--- src/rtl/screen_sequencer.sv ---
// Game-flow controller and VGA source selector for the breakout top level.
// Debounces the mode button, runs the MENU/PLAY/PAUSE/OVER/WIN flow, tracks the
// high score and switches the VGA source only on a vsync falling edge.
module screen_sequencer #(
  parameter int unsigned NUM_SRC         = 4,
  parameter int unsigned COLOR_W         = 4,
  parameter int unsigned SCORE_W         = 9,
  parameter int unsigned DEBOUNCE_CYCLES = 1000000,
  parameter int unsigned HOLD_FRAMES     = 300
) (
  input  logic                           CLK,
  input  logic                           RST_BTN,
  input  logic                           BTNC,
  input  logic                           endgame,
  input  logic                           win_game,
  input  logic [SCORE_W-1:0]             curr_score,
  input  logic [NUM_SRC-1:0]             src_hs,
  input  logic [NUM_SRC-1:0]             src_vs,
  input  logic [NUM_SRC*3*COLOR_W-1:0]   src_rgb,
  output logic                           VGA_HS,
  output logic                           VGA_VS,
  output logic [COLOR_W-1:0]             VGA_R,
  output logic [COLOR_W-1:0]             VGA_G,
  output logic [COLOR_W-1:0]             VGA_B,
  output logic                           game_run,
  output logic                           game_rst,
  output logic [SCORE_W-1:0]             high_score,
  output logic [SCORE_W-1:0]             disp_score,
  output logic [2:0]                     state
);

  localparam int unsigned RGB_W = 3 * COLOR_W;
  localparam int unsigned SEL_W = (NUM_SRC > 1) ? $clog2(NUM_SRC) : 1;
  localparam int unsigned DB_W  = (DEBOUNCE_CYCLES > 1) ? $clog2(DEBOUNCE_CYCLES) : 1;
  localparam int unsigned FR_W  = $clog2(HOLD_FRAMES + 1);

  typedef enum logic [2:0] {
    ST_MENU  = 3'd0,
    ST_PLAY  = 3'd1,
    ST_PAUSE = 3'd2,
    ST_OVER  = 3'd3,
    ST_WIN   = 3'd4
  } state_e;

  // Debouncer state
  logic             btn_meta_q;
  logic             btn_sync_q;
  logic             btn_stable_q;
  logic [DB_W-1:0]  db_cnt_q;
  logic             db_flip_c;
  logic             press_c;

  // Flow state
  state_e           state_q;
  logic             game_rst_q;
  logic [SCORE_W-1:0] high_q;
  logic [FR_W-1:0]  frame_cnt_q;

  // Source selection
  logic [SEL_W-1:0] sel_q;
  logic [SEL_W-1:0] req_sel_c;
  logic [NUM_SRC-1:0] vs_prev_q;
  logic             mux_hs_c;
  logic             mux_vs_c;
  logic             mux_vs_prev_c;
  logic [RGB_W-1:0] mux_rgb_c;
  logic             boundary_c;

  // Output registers
  logic             vga_hs_q;
  logic             vga_vs_q;
  logic [RGB_W-1:0] vga_rgb_q;

  // Stable level flips on the last of DEBOUNCE_CYCLES consecutive mismatching cycles
  assign db_flip_c = (btn_sync_q != btn_stable_q) &&
                     (db_cnt_q == DB_W'(DEBOUNCE_CYCLES - 1));
  assign press_c   = db_flip_c && btn_sync_q;

  // Two-flop synchroniser and debounce counter
  always_ff @(posedge CLK) begin
    if (RST_BTN) begin
      btn_meta_q   <= 1'b0;
      btn_sync_q   <= 1'b0;
      btn_stable_q <= 1'b0;
      db_cnt_q     <= '0;
    end else begin
      btn_meta_q <= BTNC;
      btn_sync_q <= btn_meta_q;
      if (btn_sync_q != btn_stable_q) begin
        if (db_flip_c) begin
          btn_stable_q <= btn_sync_q;
          db_cnt_q     <= '0;
        end else begin
          db_cnt_q <= db_cnt_q + DB_W'(1);
        end
      end else begin
        db_cnt_q <= '0;
      end
    end
  end

  // Source index the current state asks for
  always_comb begin
    req_sel_c = '0;
    case (state_q)
      ST_MENU:           req_sel_c = SEL_W'(0);
      ST_PLAY, ST_PAUSE: req_sel_c = SEL_W'(1);
      ST_OVER:           req_sel_c = SEL_W'(2);
      ST_WIN:            req_sel_c = (NUM_SRC > 3) ? SEL_W'(3) : SEL_W'(2);
      default:           req_sel_c = '0;
    endcase
  end

  // Mux of the currently selected source; indices beyond NUM_SRC never match
  always_comb begin
    mux_hs_c      = 1'b1;
    mux_vs_c      = 1'b1;
    mux_vs_prev_c = 1'b1;
    mux_rgb_c     = '0;
    for (int unsigned i = 0; i < NUM_SRC; i++) begin
      if (sel_q == SEL_W'(i)) begin
        mux_hs_c      = src_hs[i];
        mux_vs_c      = src_vs[i];
        mux_vs_prev_c = vs_prev_q[i];
        mux_rgb_c     = src_rgb[i*RGB_W +: RGB_W];
      end
    end
  end

  assign boundary_c = mux_vs_prev_c && !mux_vs_c;

  // Selector only moves at a frame boundary of the source being shown
  always_ff @(posedge CLK) begin
    if (RST_BTN) begin
      sel_q     <= '0;
      vs_prev_q <= '1;
    end else begin
      vs_prev_q <= src_vs;
      if (boundary_c) begin
        sel_q <= req_sel_c;
      end
    end
  end

  // Registered VGA outputs, one cycle behind the selected source
  always_ff @(posedge CLK) begin
    if (RST_BTN) begin
      vga_hs_q  <= 1'b1;
      vga_vs_q  <= 1'b1;
      vga_rgb_q <= '0;
    end else begin
      vga_hs_q  <= mux_hs_c;
      vga_vs_q  <= mux_vs_c;
      vga_rgb_q <= mux_rgb_c;
    end
  end

  // Game-flow FSM, high score capture and end-screen frame counter
  always_ff @(posedge CLK) begin
    if (RST_BTN) begin
      state_q     <= ST_MENU;
      game_rst_q  <= 1'b0;
      high_q      <= '0;
      frame_cnt_q <= '0;
    end else begin
      game_rst_q <= 1'b0;
      case (state_q)
        ST_MENU: begin
          if (press_c) begin
            state_q    <= ST_PLAY;
            game_rst_q <= 1'b1;
          end
        end
        ST_PLAY: begin
          if (endgame) begin
            state_q     <= win_game ? ST_WIN : ST_OVER;
            frame_cnt_q <= '0;
            if (curr_score > high_q) begin
              high_q <= curr_score;
            end
          end else if (press_c) begin
            state_q <= ST_PAUSE;
          end
        end
        ST_PAUSE: begin
          if (press_c) begin
            state_q <= ST_PLAY;
          end
        end
        ST_OVER, ST_WIN: begin
          if (press_c) begin
            state_q <= ST_MENU;
          end else if (boundary_c) begin
            frame_cnt_q <= frame_cnt_q + FR_W'(1);
            if (frame_cnt_q == FR_W'(HOLD_FRAMES - 1)) begin
              state_q <= ST_MENU;
            end
          end
        end
        default: state_q <= ST_MENU;
      endcase
    end
  end

  assign VGA_HS     = vga_hs_q;
  assign VGA_VS     = vga_vs_q;
  assign VGA_R      = vga_rgb_q[RGB_W-1 -: COLOR_W];
  assign VGA_G      = vga_rgb_q[2*COLOR_W-1 -: COLOR_W];
  assign VGA_B      = vga_rgb_q[COLOR_W-1:0];
  assign game_run   = (state_q == ST_PLAY);
  assign game_rst   = game_rst_q;
  assign high_score = high_q;
  assign disp_score = (state_q == ST_MENU) ? high_q : curr_score;
  assign state      = state_q;

endmodule
--- config.mk ---
export PLATFORM = sky130hd
export DESIGN_NAME = screen_sequencer
export DESIGN_NICKNAME = d
export VERILOG_FILES = /design/src/rtl/screen_sequencer.sv
export SDC_FILE = /design/constraint.sdc
export NUM_CORES = 1
export LEC_CHECK = 0
export ABC_AREA = 1
export BUFFER_PORTS_ARGS = -buffer_cell sky130_fd_sc_hd__buf_2
export CAP_MARGIN = 20
export CORE_AREA = 4 4 94 96
export CTS_CLUSTER_DIAMETER = 40
export CTS_CLUSTER_SIZE = 24
export DETAILED_ROUTE_END_ITERATION = 6
export DIE_AREA = 0 0 98 100
export GPL_ROUTABILITY_DRIVEN = 0
export PLACE_DENSITY = 0.75
export RECOVER_POWER = 50
export SYNTH_ARGS = -nofsm -noshare
export SYNTH_HDL_FRONTEND = slang
export SYNTH_SLANG_ARGS = --single-unit
--- constraint.sdc ---
create_clock -name CLK -period 1.78 [get_ports CLK]
set_input_delay 0.356 -clock CLK [delete_from_list [all_inputs] [get_ports CLK]]
set_output_delay 0.356 -clock CLK [all_outputs]
set_load 0.1 [all_outputs]
==> impl_metrics.py, run 1 <==
metrics = {
    "sta": {
        "fin_ws_ns": -0.00350,
        "rsz0062_at_grt": "true",
        "max_freq_mhz": 561,
        "post-route-period-util_pct": 100,
        "max_slew_margin_pct": 50.3,
        "finClkSkew_ns": 0.00835,
        "slew_viol_final": 0,
        "fin_crit_ns": 1.78,
        "setup_viol": 1,
        "tightestPinTransition_ns": 0.746,
        "hold_viol": 0,
    },
    "power": {
        "pwr-share-comb_pct": 66.2,
        "clockPowerShare_pct": 12.5,
        "finalPower_w": 0.00844,
        "intPower_w": 0.00393,
        "p_seq_share_pct": 21.3,
        "peakVddDrop_uv": 2490,
        "p_per_area_nw_per_um2": 1660,
        "p_sw_w": 0.00451,
        "sw_frac_of_total_pct": 53.4,
        "cellLeakagePower_nw": 2.20,
    },
    "run": {
        "max_cap_viol_count": 0,
    },
    "final_layout": {
        "nNetsFinal": 728,
        "layout-drive-gt1-share_pct": 39.3,
        "finalInstanceArea_um2": 5090,
        "antennaDiodeCount": 0,
        "final_util_pct": 63.2,
        "area_growth_pct": 39.0,
        "final_common_cell": "nand2_1",
        "final_cell_mix": "nand2_1, buf_2, nor2_1",
    },
    "place": {
        "post-place-ws_ns": 0.00140,
        "dpl_cell_area_um2": 4690,
        "dp_hpwl_um": 7190,
        "io_buffers": 106,
    },
    "drt": {
        "dr.pass1.iters": 4,
        "routed_wl_um": 9730,
        "ant_nets": 0,
        "viasPerCell": 5.07,
        "dr.first_iter.drc_count": 108,
        "wire_per_inst_um": 12.9,
        "via_count": 3831,
        "drc_errors": 0,
    },
    "logic_synthesis": {
        "synthCells": 517,
        "synthFlopType": "dfxtp_1",
        "synth-warning-count": 0,
        "synth_cell_types": 37,
        "syn-num-nets": 598,
        "seq_area_frac_synth_pct": 35.5,
        "synth_edf_count": 0,
        "ys_ff_latch": 65,
        "synthArstFlopShare_pct": 0,
        "syn_area_um2": 3660,
        "avgSynthCellArea_um2": 7.08,
    },
    "clock_network": {
        "clkTransAtPathRegs_ns": 0.06,
        "hold_buffers": 0,
        "clk_latency_ns": 0.34,
        "cts_tree": "done",
        "cts_buffers": 9,
        "clockBufferDepth": 2,
        "cts_sinks": 65,
        "htreeDepth": 3,
        "cts-root-buf": "clkbuf_8",
    },
    "hold_path": {
        "hp-class": "in2reg",
    },
    "setup_path": {
        "crit_arrival_ns": 1.43,
        "crit_path_end_kind": "output port",
        "critical_path.max_fanout": 8,
        "required_ns": 1.42,
        "worst-setup-path-type": "reg2out",
        "cp-start-kind": "register",
    },
    "floorplan": {
        "fp.coreArea_um2": 8050,
        "die_w_um": 98,
        "start_util_pct": 45.5,
        "io_pins": 107,
        "die_area_um2": 9800,
        "rows": 33,
        "dieHeight_um": 100,
    },
    "global_routing": {
        "antenna_found_initial": 0,
        "grt_max_degree": 21,
        "grt_remaining_overflow": 0,
        "grt_pass1_wl_um": 15800,
        "grt_pass1_vias": 3693,
        "grt_usage_pct": 19.4,
    },
    "outcome": {
        "run_status": "finished, violations left",
        "violations": "negative setup slack",
    },
}
[registers in the layout, summed over array words and instances (netlist names)]
register and count:
db_cnt_q 20, btn_stable_q 1, VGA_HS 1, game_rst 1
frame_cnt_q 9, vs_prev_q 4, sel_q 2, high_score 9
btn_meta_q 1, VGA_VS 1, vga_rgb_q 12, state 3
btn_sync_q 1
[worst max-delay path, stage by stage (launching register included)]
cell and delay, ns:
dfxtp_4 0.36, nor2_4 0.13, nand2_4 0.09, buf_12 0.16, o21ai_4 0.15, buf_12 0.19
[power groups by stage]
stage	registers, W	clock network (W)	logic [W]
floorplan	0.00287	0	0.00277
CTS	0.00180	0.00108	0.00537
detailed placement	0.00184	0	0.00514
global placement	0.00184	0	0.00508
finish	0.00180	0.00105	0.00559
global route	0.00182	0.00116	0.00585
[timing repair]
item | in CTS | in global routing
setup buffers | 5 | 6
resized for setup | 6 | 36
cloned | 0 | 1
pin swaps | 3 | 8
endpoints found under the setup margin | 9 | 43
[through the flow]
| stage | setup TNS, ns | instances | hold WS (ns) |
|---|---|---|---|
| 2_1_floorplan | -11.13 | 517 | 0.388 |
| 3_5_place_dp | 0 | 729 | 0.401 |
| 6_report | -0.00350 | 756 | 0.218 |
| 3_3_place_gp | 0 | 729 | 0.391 |
| 4_1_cts | -0.00938 | 749 | 0.207 |
| 5_1_grt | -0.519 | 756 | 0.220 |
[synthesized netlist by cell type, types with 6 or more instances]
| master | count | area (um2) |
|---|---|---|
| ha_1 | 11 | 138 |
| nor2_1 | 61 | 229 |
| dfxtp_1 | 65 | 1300 |
| o211ai_1 | 6 | 45.0 |
| xor2_1 | 11 | 96.3 |
| nor2_2 | 7 | 43.8 |
| a21oi_2 | 8 | 70.1 |
| clkbuf_1 | 8 | 30.0 |
| nor3_1 | 9 | 45.0 |
| nand2_1 | 110 | 413 |
| nand4_1 | 14 | 87.6 |
| inv_1 | 54 | 203 |
| nand2_2 | 15 | 93.8 |
| o21ai_0 | 18 | 90.1 |
| a21oi_1 | 25 | 125 |
| nand3_1 | 44 | 220 |
[path summary, 6_finish.rpt]
path | startpoint | endpoint | slack, ns | cells past startpoint
min | src_vs[3] | vs_prev_q[3]$_SDFF_PP1_ | 0.22 | 3
max | state[0]$_SDFFE_PP0P_ | disp_score[8] | -0.003 | 5
max reg2reg | state[0]$_SDFFE_PP0P_ | frame_cnt_q[1]$_SDFFE_PP0P_ | 0.08 | 11
min reg2reg | btn_meta_q$_SDFF_PP0_ | btn_sync_q$_SDFF_PP0_ | 0.42 | 2
[routing by layer]
| layer | vias to the layer above | global-route usage, % | share of wire [%] |
|---|---|---|---|
| met1 | 1798 | 22.7 | 42 |
| met2 | 91 | 34.8 | 52 |
| met4 | 0 | 6.07 | 1.6 |
| met5 | - | 0 | 0 |
| li1 | 1927 | - | - |
| met3 | 15 | 5.14 | 4.3 |
[cell families (layout without fill, tap and decap cells)]
| family | after synthesis | count (layout) | synth area share (%) |
|---|---|---|---|
| flip-flops | 65 | 65 | 35.5 |
| AO/OA/AOI/OAI | 62 | 62 | 10.2 |
| AND/OR/NAND/NOR | 289 | 289 | 38.8 |
| buffers and inverters | 76 | 210 | 8.37 |
| adder cells (fa/ha/maj) | 11 | 11 | 3.76 |
| XOR/XNOR | 14 | 14 | 3.35 |
[cell type report]
cell class	instances	area, um2
fillers	681	2960
multi-input cells	376	2310
flip-flops and latches	65	1330
repair buffers	135	932
inverters	60	229
clock buffers	11	141
well taps	105	131
clock inverters	4	20.0
No activity file was read; power rests on OpenSTA's default activity.
==> run 2, diff against run 1 <==
- CORE_AREA: 4 4 94 96 -> 4 4 101 103
- DIE_AREA: 0 0 98 100 -> 0 0 105 107
- PLACE_DENSITY: 0.75 -> 0.66
==> run 2 against run 1 <==
Against the previous run: the run now ends clean; non-clock buffer count shrank 5; sequential cell count is the same; worst hold slack lost 0.0023 ns; setup slack gained 0.0046 ns; clock power grew 35%; register-to-register slack gained 0.02 ns; core utilization shrank 8.0 points; die area grew 15%; combinational power shrank 3%; clock-buffer cell count is the same; fmax grew 0.26%; largest power group unchanged.
==> impl_metrics.py, run 2 (synthesis gave the netlist of run 1 again) <==
metrics = {
    "setup_path": {
        "reg2reg_to": "high_score[0]$_SDFFE_PP0P_",
        "rr_startpoint": "high_score[2]$_SDFFE_PP0P_",
        "slowest_delay_ns": 0.35,
        "crit_path_end_kind": "output port",
        "crit_family": "buffers and inverters",
        "worst-setup-path-type": "reg2out",
        "path_buf_inv": 2,
        "cpMaxStageDelayCell": "dfxtp_4",
        "cp_cell_sequence": "nor2_4 > nand2_4 > buf_16 > o21ai_4 > buf_12",
        "cp-start-kind": "register",
        "required_ns": 1.42,
        "reg2regPathDepth": 9,
        "crit_arrival_ns": 1.42,
        "crit_start": "state[2]$_SDFFE_PP0P_",
        "critical_path.max_fanout": 9,
        "regToRegSetupSlack_ns": 0.10,
    },
    "place": {
        "dp_hpwl_um": 7220,
        "io_buffers": 106,
        "dp.cells": 737,
    },
    "global_routing": {
        "grt_remaining_overflow": 0,
        "grt_usage_pct": 16.8,
        "grt_max_degree": 21,
        "grt_pass1_vias": 3582,
        "grt_pass1_wl_um": 15800,
        "antenna_found_initial": 0,
    },
    "power": {
        "intPower_w": 0.00419,
        "clockPowerShare_pct": 16.4,
        "sw_frac_of_total_pct": 51.5,
        "peakVddDrop_uv": 1710,
        "finalPower_w": 0.00864,
        "p_per_area_nw_per_um2": 1700,
        "p_seq_share_pct": 21.0,
        "p_sw_w": 0.00444,
        "pwr-share-comb_pct": 62.6,
        "cellLeakagePower_nw": 2.20,
    },
    "drt": {
        "ant_nets": 0,
        "dr.first_iter.drc_count": 133,
        "routed_wl_um": 9260,
        "highest_layer": "met4",
        "dr_wl_met2_um": 4740,
        "via_count": 3735,
        "wl_met3_um": 457,
        "drc_errors": 0,
        "viasPerCell": 4.93,
        "wl_met1_um": 3920,
        "dr.pass1.iters": 4,
        "wire_per_inst_um": 12.2,
    },
    "floorplan": {
        "start_util_pct": 39.8,
        "dieHeight_um": 107,
        "die_w_um": 105,
        "rows": 35,
        "io_pins": 107,
        "fp.coreArea_um2": 9200,
        "die_area_um2": 11200,
    },
    "clock_network": {
        "clkTransAtPathRegs_ns": 0.07,
        "htreeDepth": 3,
        "cts_sinks": 65,
        "cts-root-buf": "clkbuf_8",
        "cts_buffers": 9,
        "cts_tree": "done",
        "hold_buffers": 0,
        "clockBufferDepth": 2,
        "clk_latency_ns": 0.34,
    },
    "final_layout": {
        "reg_top3": "db_cnt_q x20, vga_rgb_q x12",
        "top_register": "db_cnt_q",
        "multiInputGateArea_um2": 2260,
        "final_common_cell": "nand2_1",
        "area_growth_pct": 38.8,
        "seq_area_um2": 1330,
        "layout-drive-gt1-share_pct": 36.8,
        "antennaDiodeCount": 0,
        "fillers": 873,
        "nNetsFinal": 723,
        "largest_register_ffs": 20,
        "final_cell_mix": "nand2_1, buf_2, nor2_1",
        "final_cells": 758,
    },
    "hold_path": {
        "hp-start": "src_vs[0]",
        "hp-class": "in2reg",
        "whs_path_depth": 2,
        "hold_end": "vs_prev_q[0]$_SDFF_PP1_",
    },
    "sta": {
        "setup_viol": 0,
        "max_slew_margin_pct": 40.6,
        "post-route-period-util_pct": 99.9,
        "tightestPinTransition_ns": 0.891,
        "slew_viol_final": 0,
        "finClkSkew_ns": 0.00829,
        "rsz0062_at_grt": "true",
        "fin_crit_ns": 1.78,
        "fin_hold_ws_ns": 0.216,
        "max_freq_mhz": 562,
        "hold_viol": 0,
    },
    "outcome": {
        "run_status": "complete, no violations",
    },
    "run": {
        "max_cap_viol_count": 0,
    },
}
==> run 2: layer usage <==
metal / vias to the layer above / GRT usage, %
li1: 1925 / -
met1: 1694 / 20.5
met2: 98 / 29.3
met3: 18 / 4.27
met4: 0 / 4.87
met5: - / 0
==> run 2: worst max path at each step <==
stage | to | slack, ns | cells past startpoint
floorplan | high_score[8]$_SDFFE_PP0P_ | -0.54 | 8
global placement | high_score[1]$_SDFFE_PP0P_ | 0.06 | 10
detailed placement | high_score[2]$_SDFFE_PP0P_ | 0.02 | 10
CTS | disp_score[4] | -0.01 | 5
global route | disp_score[5] | -0.06 | 5
finish | disp_score[7] | 0.001 | 5
==> run 2: final cells by class <==
class                      instances  share of cell area (%)
multi-input combinational        376                    44.4
sequential                        65                    26.1
timing repair buffer             130                    17.8
inverter                          60                    4.51
clock buffer                      11                    2.98
tap                              111                    2.73
clock inverter                     5                    1.53
==> run 2: power by group through the flow <==
stage,Combinational [W],Clock [W],Sequential (W)
3_5_place_dp,0.00510,0,0.00184
4_1_cts,0.00541,0.00145,0.00180
2_1_floorplan,0.00277,0,0.00287
5_1_grt,0.00570,0.00153,0.00184
3_3_place_gp,0.00505,0,0.00184
6_report,0.00541,0.00142,0.00181
==> run 2: repair_timing <==
action,in CTS,in global routing
endpoints found under the setup margin,9,22
pin swaps,2,4
cloned,1,0
resized for setup,6,16
setup buffers,3,1
==> run 2: per-stage QoR <==
stage                     TNS, ns  util, %  area, um2  worst slack, ns
after floorplan            -11.13        -       3820           -0.544
after global placement          0     51.2       4710           0.0640
after global routing       -0.490     55.3       5080          -0.0589
final                           0     55.3       5080          0.00110
after CTS                 -0.0768     54.6       5020          -0.0149
after detailed placement        0     51.2       4710           0.0195
==> run 2: worst register-to-register path, stage by stage (launching register included) <==
cell,delay [ns]
dfxtp_2,0.35
inv_1,0.10
ha_4,0.28
nand2_1,0.09
nor3b_2,0.19
buf_4,0.14
a21oi_4,0.04
buf_4,0.17
a21oi_1,0.16
nor2_1,0.05
